`config.mk`:
```
export PLATFORM = sky130hd
export DESIGN_NAME = button_debounce_sync
export DESIGN_NICKNAME = d
export VERILOG_FILES = /design/src/rtl/debounce_pkg.sv /design/src/rtl/button_debounce_sync_sync2.sv /design/src/rtl/button_debounce_sync.sv
export SDC_FILE = /design/constraint.sdc
export NUM_CORES = 1
export LEC_CHECK = 0
export BUFFER_PORTS_ARGS = -buffer_cell sky130_fd_sc_hd__buf_4
export CORE_AREA = 5 5 42 44
export CTS_CLUSTER_DIAMETER = 30
export DETAILED_ROUTE_END_ITERATION = 10
export DIE_AREA = 0 0 47 49
export PLACE_DENSITY = 0.7
export SYNTH_ARGS = -nofsm -noshare
export SYNTH_HDL_FRONTEND = slang
export SYNTH_SLANG_ARGS = --single-unit
```
`constraint.sdc`:
```
create_clock -name clk -period 2.1 [get_ports clk]
set_input_delay 0.315 -clock clk [delete_from_list [all_inputs] [get_ports clk]]
set_output_delay 0.315 -clock clk [all_outputs]
set_load 0.02 [all_outputs]
```
`src/rtl/debounce_pkg.sv`:
```
// debounce_pkg: shared state encodings and defaults for the input debouncer
package debounce_pkg;
  typedef enum logic [1:0] {
    IDLE_LO = 2'b00,
    WAIT_HI = 2'b01,
    IDLE_HI = 2'b11,
    WAIT_LO = 2'b10
  } state_e;
  localparam int DEF_STABLE_CYCLES = 16;
endpackage

```
`src/rtl/button_debounce_sync_sync2.sv`:
```
// sync2: two-flop synchronizer for asynchronous inputs, q resets to 0
module sync2 (
  input  logic clk,
  input  logic rst,
  input  logic d,
  output logic q
);
  logic s1_q, s2_q;
  always_ff @(posedge clk) begin
    if (!rst) begin
      s1_q <= 1'b0;
      s2_q <= 1'b0;
    end else begin
      s1_q <= d;
      s2_q <= s1_q;
    end
  end
  assign q = s2_q;
endmodule

```
`src/rtl/button_debounce_sync.sv`:
```
// button_debounce_sync: synchronizes a bouncy input and qualifies level changes over a stable window
module button_debounce_sync
  import debounce_pkg::*;
#(
  parameter  int STABLE_CYCLES = DEF_STABLE_CYCLES,
  localparam int CNT_W         = $clog2(STABLE_CYCLES) + 1
) (
  input  logic clk,
  input  logic rst,
  input  logic din,
  output logic dout,
  output logic rise,
  output logic fall,
  output logic busy
);
  localparam logic [CNT_W-1:0] LAST = CNT_W'(STABLE_CYCLES - 1);
  state_e           state_q, state_d;
  logic [CNT_W-1:0] cnt_q, cnt_d;
  logic             dout_q, dout_d, rise_q, rise_d, fall_q, fall_d, busy_q, busy_d;
  logic             s2;
  sync2 u_sync (.clk(clk), .rst(rst), .d(din), .q(s2));
  // any sample of the old level during a wait drops straight back to idle with no credit kept
  always_comb begin
    state_d = state_q;
    cnt_d   = '0;
    dout_d  = dout_q;
    rise_d  = 1'b0;
    fall_d  = 1'b0;
    unique case (state_q)
      IDLE_LO: begin
        state_d = s2 ? WAIT_HI : IDLE_LO;
        cnt_d   = s2 ? CNT_W'(1) : '0;
      end
      WAIT_HI: begin
        if (!s2) state_d = IDLE_LO;
        else if (cnt_q == LAST) begin
          state_d = IDLE_HI;
          dout_d  = 1'b1;
          rise_d  = 1'b1;
        end else cnt_d = cnt_q + 1'b1;
      end
      IDLE_HI: begin
        state_d = s2 ? IDLE_HI : WAIT_LO;
        cnt_d   = s2 ? '0 : CNT_W'(1);
      end
      WAIT_LO: begin
        if (s2) state_d = IDLE_HI;
        else if (cnt_q == LAST) begin
          state_d = IDLE_LO;
          dout_d  = 1'b0;
          fall_d  = 1'b1;
        end else cnt_d = cnt_q + 1'b1;
      end
    endcase
    busy_d = (state_d == WAIT_HI) || (state_d == WAIT_LO);
  end
  always_ff @(posedge clk) begin
    if (!rst) begin
      state_q <= IDLE_LO;
      cnt_q   <= '0;
      dout_q  <= 1'b0;
      rise_q  <= 1'b0;
      fall_q  <= 1'b0;
      busy_q  <= 1'b0;
    end else begin
      state_q <= state_d;
      cnt_q   <= cnt_d;
      dout_q  <= dout_d;
      rise_q  <= rise_d;
      fall_q  <= fall_d;
      busy_q  <= busy_d;
    end
  end
  assign dout = dout_q;
  assign rise = rise_q;
  assign fall = fall_q;
  assign busy = busy_q;
endmodule

```
[Word level (Yosys, flattened, before mapping)]
Cells that the tools add are included.
Storage, ports and cells
  bits in registers: 13
  input port bits: 3
  output and inout bits: 4
  word-level logic and storage cells: 46
Operators by class
  add/sub/neg operators: 1
  equal/unequal tests: 10
  mux-type cells: 19
  bitwise logic cells: 2
  reductions and logical operators: 6
Operators by type and width (count)
  case mux 5 bit (4 select lines): 1
  2-to-1 mux 5 bit: 3
  2-to-1 mux 1 bit: 9
  2-to-1 mux 2 bit: 4
  case mux 2 bit (4 select lines): 1
  equality test 2 bit, second input constant: 3
  != test 2 bit, second input constant: 3
  adder 5 x 1 -> 5 bit, second input constant: 1
  equality test 5 x 4 -> 1 bit, second input constant: 1
  AND reduction 5 bit: 1
  equality test 2 x 1 -> 1 bit, second input constant: 2
  AND reduction 3 bit: 1
  OR reduction 3 bit: 1
  zero test 2 bit: 1
  != test 2 x 1 -> 1 bit, second input constant: 1
  NOT 1 bit: 2
  case mux 1 bit (2 select lines): 1
  nonzero test 2 bit: 1
  logical OR 1 bit: 1

[Longest topological paths before layout]
Gate-level depths: netlist of run 1.
  word-level depth: 6
  mapped depth: 5
  depth with buffers taken out: 4

[Modules after synthesis]
A second synthesis of run 1 with hierarchy kept.
Unflattened totals
  cell total of the unflattened synthesis: 57
  area total of the unflattened synthesis: 549.3 um^2
Modules (own cells, without submodules)
  button_debounce_sync: times used 1, cells each 53, area an instance 496.7 um^2, seq. area each 220.2 um^2
  sync2: times used 1, cells each 4, area an instance 52.6 um^2, seq. area each 40.0 um^2

[Worst setup path before layout of run 1]
Ideal clock, no wire load.
  path type: reg-to-reg
  start point: reg cnt_q[0]
  end point: reg busy_q, in the netlist busy
  setup time: 0.116 ns
  data arrival time: 1.146 ns
  data required time: 1.984 ns
  slack: 0.838 ns
  cell stages (with the launch flop): 6
  path buffers: 1
  clock period less this slack: 1.262 ns
  path through: dfxtp_1 -> ha_1 -> and4b_1 -> clkbuf_2 -> nand2b_1 -> a31o_2
Between the ends
  longest elaborated chain between the ends: 6
  elaborated cells on any way between the ends: 9
  those cells by class: 3 x eq/ne; 5 x mux; 1 x reduce/logical
Ends and longest elaborated chain
  start, declared: RTL line button_debounce_sync.sv:18  | logic [CNT_W-1:0] cnt_q, cnt_d;
  start signal, assigned: RTL line button_debounce_sync.sv:67  | cnt_q <= cnt_d;
  equality test 5 x 4 -> 1 bit *: RTL line button_debounce_sync.sv:36, button_debounce_sync.sv:48
  2-to-1 mux 2 bit (on tied branches): RTL line button_debounce_sync.sv:48, button_debounce_sync.sv:36
  2-to-1 mux 2 bit (on tied branches): RTL line button_debounce_sync.sv:47, button_debounce_sync.sv:35
  case mux 2 bit (4 select lines) *: RTL line button_debounce_sync.sv:29  | unique case (state_q)
  equality test 2 x 1 -> 1 bit or equality test 2 bit (tied branches): RTL line button_debounce_sync.sv:55  | busy_d = (state_d == WAIT_HI) || (state_d == WAIT_LO);
  logical OR 1 bit *: RTL line button_debounce_sync.sv:55
  end signal, assigned: RTL line button_debounce_sync.sv:71  | busy_q <= busy_d;
  end, declared: RTL line button_debounce_sync.sv:19  | logic dout_q, dout_d, rise_q, rise_d, fall_q, fall_d, busy_q, busy_d;
Every way passes the cells marked *; elsewhere a longest branch is shown, timed or not.
A chain may end at the register's enable or synchronous reset.

[Worst setup path in the final report of run 1]
  start point: reg cnt_q[0]
  end point: reg dout_q, in the netlist dout
Between the ends
  longest elaborated chain between the ends: 3
  elaborated cells on any way between the ends: 4
  those cells by class: 3 x eq/ne; 1 x reduce/logical
Ends and longest elaborated chain
  equality test 5 x 4 -> 1 bit *: RTL line button_debounce_sync.sv:36, button_debounce_sync.sv:48
  != test 2 bit (no source line)
  AND reduction 5 bit (no source line) *
  end signal, assigned: RTL line button_debounce_sync.sv:68  | dout_q <= dout_d;
  end, declared: RTL line button_debounce_sync.sv:19
Marked as above.

==> metrics.md, run 1 <==
| Metric | Value |
|---|---|
| Root Driver | `sky130_fd_sc_hd__clkbuf_4` |
| CTS tree | `yes` |
| Share of the clock period used by the worst path after layout | `0.691` |
| Total CTS buffers | `3` |
| Highest attainable clock frequency | `0.689 GHz` |
| CTS Hold Buffers Added | `0` |
| Number of setup violations in the final report | `0` |
| Share of the synthesized area in the top cell type | `0.464` |
| CP arrival | `1630 ps` |
| Count of buffers inserted at the top-level ports | `6` |
| Slew of the pin with the lowest slew margin | `330 ps` |
| Number of standard-cell rows in the floorplan | `14` |
| Final min period | `1450 ps` |
| Syn Inst Count | `58` |
| Crit path capture type | `register` |
| Top Ports | `7` |
| Largest net degree at the start of global routing | `15` |
| Category of the worst setup path launch point | `register` |
| Starting Density | `0.400` |
| Netlist cell types | `33` |
| Routability cong. | `0.709` |
| RSZ-0062 raised after global routing | `no` |
| Syn avg cell area | `9.66 um^2` |
| Antenna Cells | `0` |
| Routed Antenna Nets | `0` |
| Total cell area at the placement stage | `594 um^2` |
| Number of cells upsized or downsized after cts | `0` |
| Initial antenna violation count | `0` |
| Nets in the synthesized netlist | `62` |
| Later-pin clock latency in the skew report | `280 ps` |
| Fin nets | `68` |
| Post-synthesis async set-or-reset flop share | `0` |
| Die footprint | `0.00230 mm^2` |
| Clock edge transition at the registers on the reported setup and hold paths | `80 ps` |
| First drt pass iteration count | `2` |
| EDFF count, synth | `0` |
| Total of warnings raised by yosys | `0` |
| Overflow after GRT | `0` |
| Core area | `0.00140 mm^2` |
| Critical path peak fanout | `8` |
| Total number of vias | `404` |
| Final Hold Fails | `0` |
| Global-route wire length before repair | `1630 um` |
| Worst setup skew after layout | `4.66 ps` |
| Top post-synthesis cells by area | `sky130_fd_sc_hd__dfxtp_1, sky130_fd_sc_hd__and2_1, sky130_fd_sc_hd__nor2b_1` |
| Slew Viols, Final | `0` |
| Netlist area before placement | `561 um^2` |
| Fraction of final layout cells with drive strength greater than 1 | `0.190` |
| Number of design-rule violations left by the first detailed-router iteration | `5` |
| Die width | `47 um` |
| Number of global-route vias before repair | `387` |
| H-tree levels | `1` |
| Power per standard cell area | `684 mW/mm^2` |
| Post-synth top area cell | `sky130_fd_sc_hd__dfxtp_1` |
| Most used DFF post-synth | `sky130_fd_sc_hd__dfxtp_1` |
| Total detailed-routing wirelength | `962 um` |
| Outcome | `complete, no violations` |
| Residual DRC | `0` |
| Via density | `5.11` |
| Number of sinks driven by the clock tree | `13` |
| Seq/Total Area, Yosys | `0.464` |
| Global-route total usage across every layer | `0.0998` |
| DP HPWL | `687 um` |
| Die extent in y | `49 um` |
| Final instance area | `621 um^2` |
| Class of the tightest hold or removal check | `in2reg` |
| Register bit count reported by yosys | `13` |
| Layout overhead on the synthesized area | `10.7%` |
| IR drop worst, VDD | `0.342 mV` |
| Worst max-slew margin expressed relative to the limit | `0.779` |
| Average routed wire per standard cell | `12.2 um` |
| Max-cap violation count | `0` |
| Startpoint-to-endpoint class of the critical path | `reg2reg` |
| Leakage power of the design | `0.237 nW` |
| Max Root-Sink Buffers | `2` |
| Data required time at the worst endpoint | `2280 ps` |
| TNS Setup | `0 ps` |
| Buffers inserted during post-CTS setup optimization | `0` |
per-layer routing:
metal | vias up | GRT usage | wire length [um]
met3 | 2 | 0.0221 | 40
met1 | 184 | 0.125 | 459
met4 | 0 | 0.0829 | 14
met5 | - | 0 | 0
li1 | 213 | - | -
met2 | 5 | 0.138 | 447
path summary, 6_finish.rpt:
| kind | start | to | slack (ps) | cells past startpoint |
|---|---|---|---|---|
| min reg2reg | u_sync.s1_q | u_sync.q | 440 | 1 |
| max | cnt_q[0] | dout | 650 | 4 |
| min | din | u_sync.s1_q | 250 | 2 |
| max reg2reg | cnt_q[0] | dout | 650 | 4 |
layout by cell type, fill, tap and decap left out, drive strengths merged, types with 2 or more instances in the layout:
cell type and count:
and2 3, buf 6, clkbuf 4, dfxtp 13, inv 2, nand2 3
nand3 2, nand3b 2, nor2 3, nor2b 3, nor3 2, o211ai 2
kinds of logic (layout without fill, tap and decap cells):
kind of cell / count (synthesis) / count (layout) / synth area share
AO/OA/AOI/OAI: 11 / 11 / 0.147
XOR/XNOR: 2 / 2 / 0.0313
adder cells (fa/ha/maj): 1 / 1 / 0.0223
buffers and inverters: 7 / 12 / 0.0692
flip-flops: 13 / 13 / 0.464
AND/OR/NAND/NOR: 24 / 24 / 0.266
critical path, stage by stage, from the launching register on:
cell,delay [ps]
sky130_fd_sc_hd__dfxtp_1,370
sky130_fd_sc_hd__ha_1,210
sky130_fd_sc_hd__and4b_1,390
sky130_fd_sc_hd__a31oi_1,130
sky130_fd_sc_hd__a211oi_1,260
through the flow:
step	util	hold WS (ps)	total power, W	worst slack (ps)	instances
final	0.443	248	0.000425	648	79
after global routing	0.443	248	0.000443	524	79
after CTS	0.443	241	0.000431	647	79
after detailed placement	0.424	421	0.000275	687	75
after global placement	0.424	414	0.000274	719	75
after floorplan	-	412	0.000270	838	58
sequential cells by signal (all words and copies together), names as in the netlist:
| name | flops |
|---|---|
| cnt_q | 5 |
| state_q | 2 |
| busy | 1 |
| dout | 1 |
| fall | 1 |
| rise | 1 |
| u_sync.q | 1 |
| u_sync.s1_q | 1 |
layout make-up:
type / instances / area [um^2]
Fill cell: 142 / 781
Multi-Input combinational cell: 38 / 262
Sequential cell: 13 / 260
Timing Repair Buffer: 6 / 45.0
Clock buffer: 4 / 26.3
Tap cell: 16 / 20.0
Inverter: 2 / 7.51
synthesized netlist by cell type, types with 2 or more instances:
library cell               count
sky130_fd_sc_hd__nand3b_1      2
sky130_fd_sc_hd__nand3_1       2
sky130_fd_sc_hd__nor2_1        3
sky130_fd_sc_hd__nand2_1       3
sky130_fd_sc_hd__inv_1         2
sky130_fd_sc_hd__dfxtp_1      13
sky130_fd_sc_hd__clkbuf_1      2
sky130_fd_sc_hd__nor2b_1       3
sky130_fd_sc_hd__o211ai_1      2
sky130_fd_sc_hd__and2_1        3
report_power, final:
group          switching, W  leakage [nW]  internal (W)
Clock             0.0000821        0.0150     0.0000736
Sequential       0.00000441         0.105      0.000250
Combinational    0.00000680         0.116    0.00000759
Power figures use the tool's default switching activity.
==> run 2, diff against run 1 <==
- clock period: 2.1 -> 1.4 ns (I/O delays scaled with it)
==> metrics.md, run 2 (synthesis gave the netlist of run 1 again) <==
| Metric | Value |
|---|---|
| Residual DRC | `0` |
| Global-route total usage across every layer | `0.0976` |
| CTS tree | `yes` |
| Final min period | `1280 ps` |
| Routability cong. | `0.725` |
| Most frequent cells in the layout | `sky130_fd_sc_hd__dfxtp_1, sky130_fd_sc_hd__buf_4` |
| H-tree levels | `1` |
| Total number of vias | `429` |
| Slew of the pin with the lowest slew margin | `271 ps` |
| Count of buffers inserted at the top-level ports | `6` |
| Share of the clock period used by the worst path after layout | `0.913` |
| Outcome | `complete, no violations` |
| Number of global-route vias before repair | `396` |
| Slowest library cell on the worst path | `sky130_fd_sc_hd__dfxtp_1` |
| Later-pin clock latency in the skew report | `270 ps` |
| Number of standard-cell rows in the floorplan | `14` |
| Overflow after GRT | `0` |
| Slew Viols, Final | `0` |
| Startpoint-to-endpoint class of the critical path | `reg2reg` |
| Largest net degree at the start of global routing | `15` |
| Average routed wire per standard cell | `12.0 um` |
| Die extent in y | `49 um` |
| Final instance area | `652 um^2` |
| Routed Antenna Nets | `0` |
| Number of setup violations in the final report | `0` |
| CTS Hold Buffers Added | `0` |
| Largest regs | `cnt_q: 5 flops, state_q: 2 flops` |
| Worst setup skew after layout | `3.95 ps` |
| Number of design-rule violations left by the first detailed-router iteration | `14` |
| Number of flip-flops in the largest register | `5` |
| Buffers inserted during post-CTS setup optimization | `0` |
| Total detailed-routing wirelength | `1000 um` |
| Initial antenna violation count | `0` |
| Top Ports | `7` |
| Largest incremental delay on the critical path | `360 ps` |
| IR drop worst, VDD | `0.456 mV` |
| Total cell area at the placement stage | `624 um^2` |
| Worst max-slew margin expressed relative to the limit | `0.817` |
| Antenna Cells | `0` |
| Total CTS buffers | `3` |
| Clock edge transition at the registers on the reported setup and hold paths | `80 ps` |
| Root Driver | `sky130_fd_sc_hd__clkbuf_4` |
| Data required time at the worst endpoint | `1580 ps` |
| DP HPWL | `730 um` |
| Highest attainable clock frequency | `0.782 GHz` |
| Number of sinks driven by the clock tree | `13` |
| Via density | `5.17` |
| CP arrival | `1460 ps` |
| Chain of cells forming the critical path | `ha_1 -> and4b_2 -> a31oi_1 -> a211oi_1` |
| Core area | `0.00140 mm^2` |
| Number of cells upsized or downsized after cts | `0` |
| Starting Density | `0.400` |
| Power per standard cell area | `977 mW/mm^2` |
| Leakage power of the design | `0.258 nW` |
| Fraction of final layout cells with drive strength greater than 1 | `0.254` |
| Max-cap violation count | `0` |
| Crit path buffers/inverters | `0` |
| First drt pass iteration count | `4` |
| Layout overhead on the synthesized area | `16.3%` |
| Critical path's top delay family | `flip-flops` |
| Category of the worst setup path launch point | `register` |
| Commonest non-fill, non-tap cell in the layout | `sky130_fd_sc_hd__dfxtp_1` |
| TNS Setup | `0 ps` |
| Die width | `47 um` |
| Global-route wire length before repair | `1610 um` |
| Largest Register | `cnt_q` |
| Critical path peak fanout | `6` |
| Fin nets | `72` |
| Die footprint | `0.00230 mm^2` |
| Final Hold Fails | `0` |
| R2R setup slack | `120 ps` |
| Crit path capture type | `register` |
| RSZ-0062 raised after global routing | `no` |
| Max Root-Sink Buffers | `2` |
| Class of the tightest hold or removal check | `in2reg` |
## run 2: changes by cell type in the layout (fill, tap and decap cells not counted)
| cell | delta |
|---|---|
| sky130_fd_sc_hd__buf_4 | +4 |
| sky130_fd_sc_hd__and4b_1 | -1 |
| sky130_fd_sc_hd__and4b_2 | +1 |
## run 2: area by class of cell
cell class	instances	area (um^2)
Clock buffer	4	26.3
Sequential cell	13	260
Inverter	2	7.51
Timing Repair Buffer	10	75.1
Tap cell	16	20.0
Multi-Input combinational cell	38	263
Fill cell	146	749
## run 2: path summary, 6_finish.rpt
path,start,end,depth (start not counted)
min reg2reg,u_sync.s1_q,u_sync.q,1
max reg2reg,cnt_q[0],dout,4
max,cnt_q[0],dout,4
min,din,u_sync.s1_q,2
## run 2: metrics by stage
| stage | setup WS [ps] | power, W | hold slack (ps) | cells | util |
|---|---|---|---|---|---|
| 2_1_floorplan | 138 | 0.000404 | 321 | 58 | - |
| 3_3_place_gp | 147 | 0.000414 | 414 | 79 | 0.446 |
| 3_5_place_dp | 118 | 0.000415 | 427 | 79 | 0.446 |
| 4_1_cts | 88.9 | 0.000645 | 135 | 83 | 0.464 |
| 5_1_grt | 26.5 | 0.000665 | 145 | 83 | 0.465 |
| 6_report | 122 | 0.000637 | 143 | 83 | 0.465 |
## run 2: metal layers
layer | track usage | wire length (um) | vias to the layer above
met4 | 0.0691 | 0 | 0
met5 | 0 | 0 | -
met2 | 0.131 | 498 | 10
met1 | 0.125 | 449 | 196
li1 | - | - | 223
met3 | 0.0332 | 53 | 0
## run 2: power by group
group          total [W]  switching (W)  leakage, nW  internal [W]
sequential      0.000379     0.00000343        0.105      0.000375
combinational  0.0000273      0.0000138        0.137     0.0000136
clock           0.000231       0.000120       0.0150      0.000110
total           0.000637       0.000138        0.258      0.000499
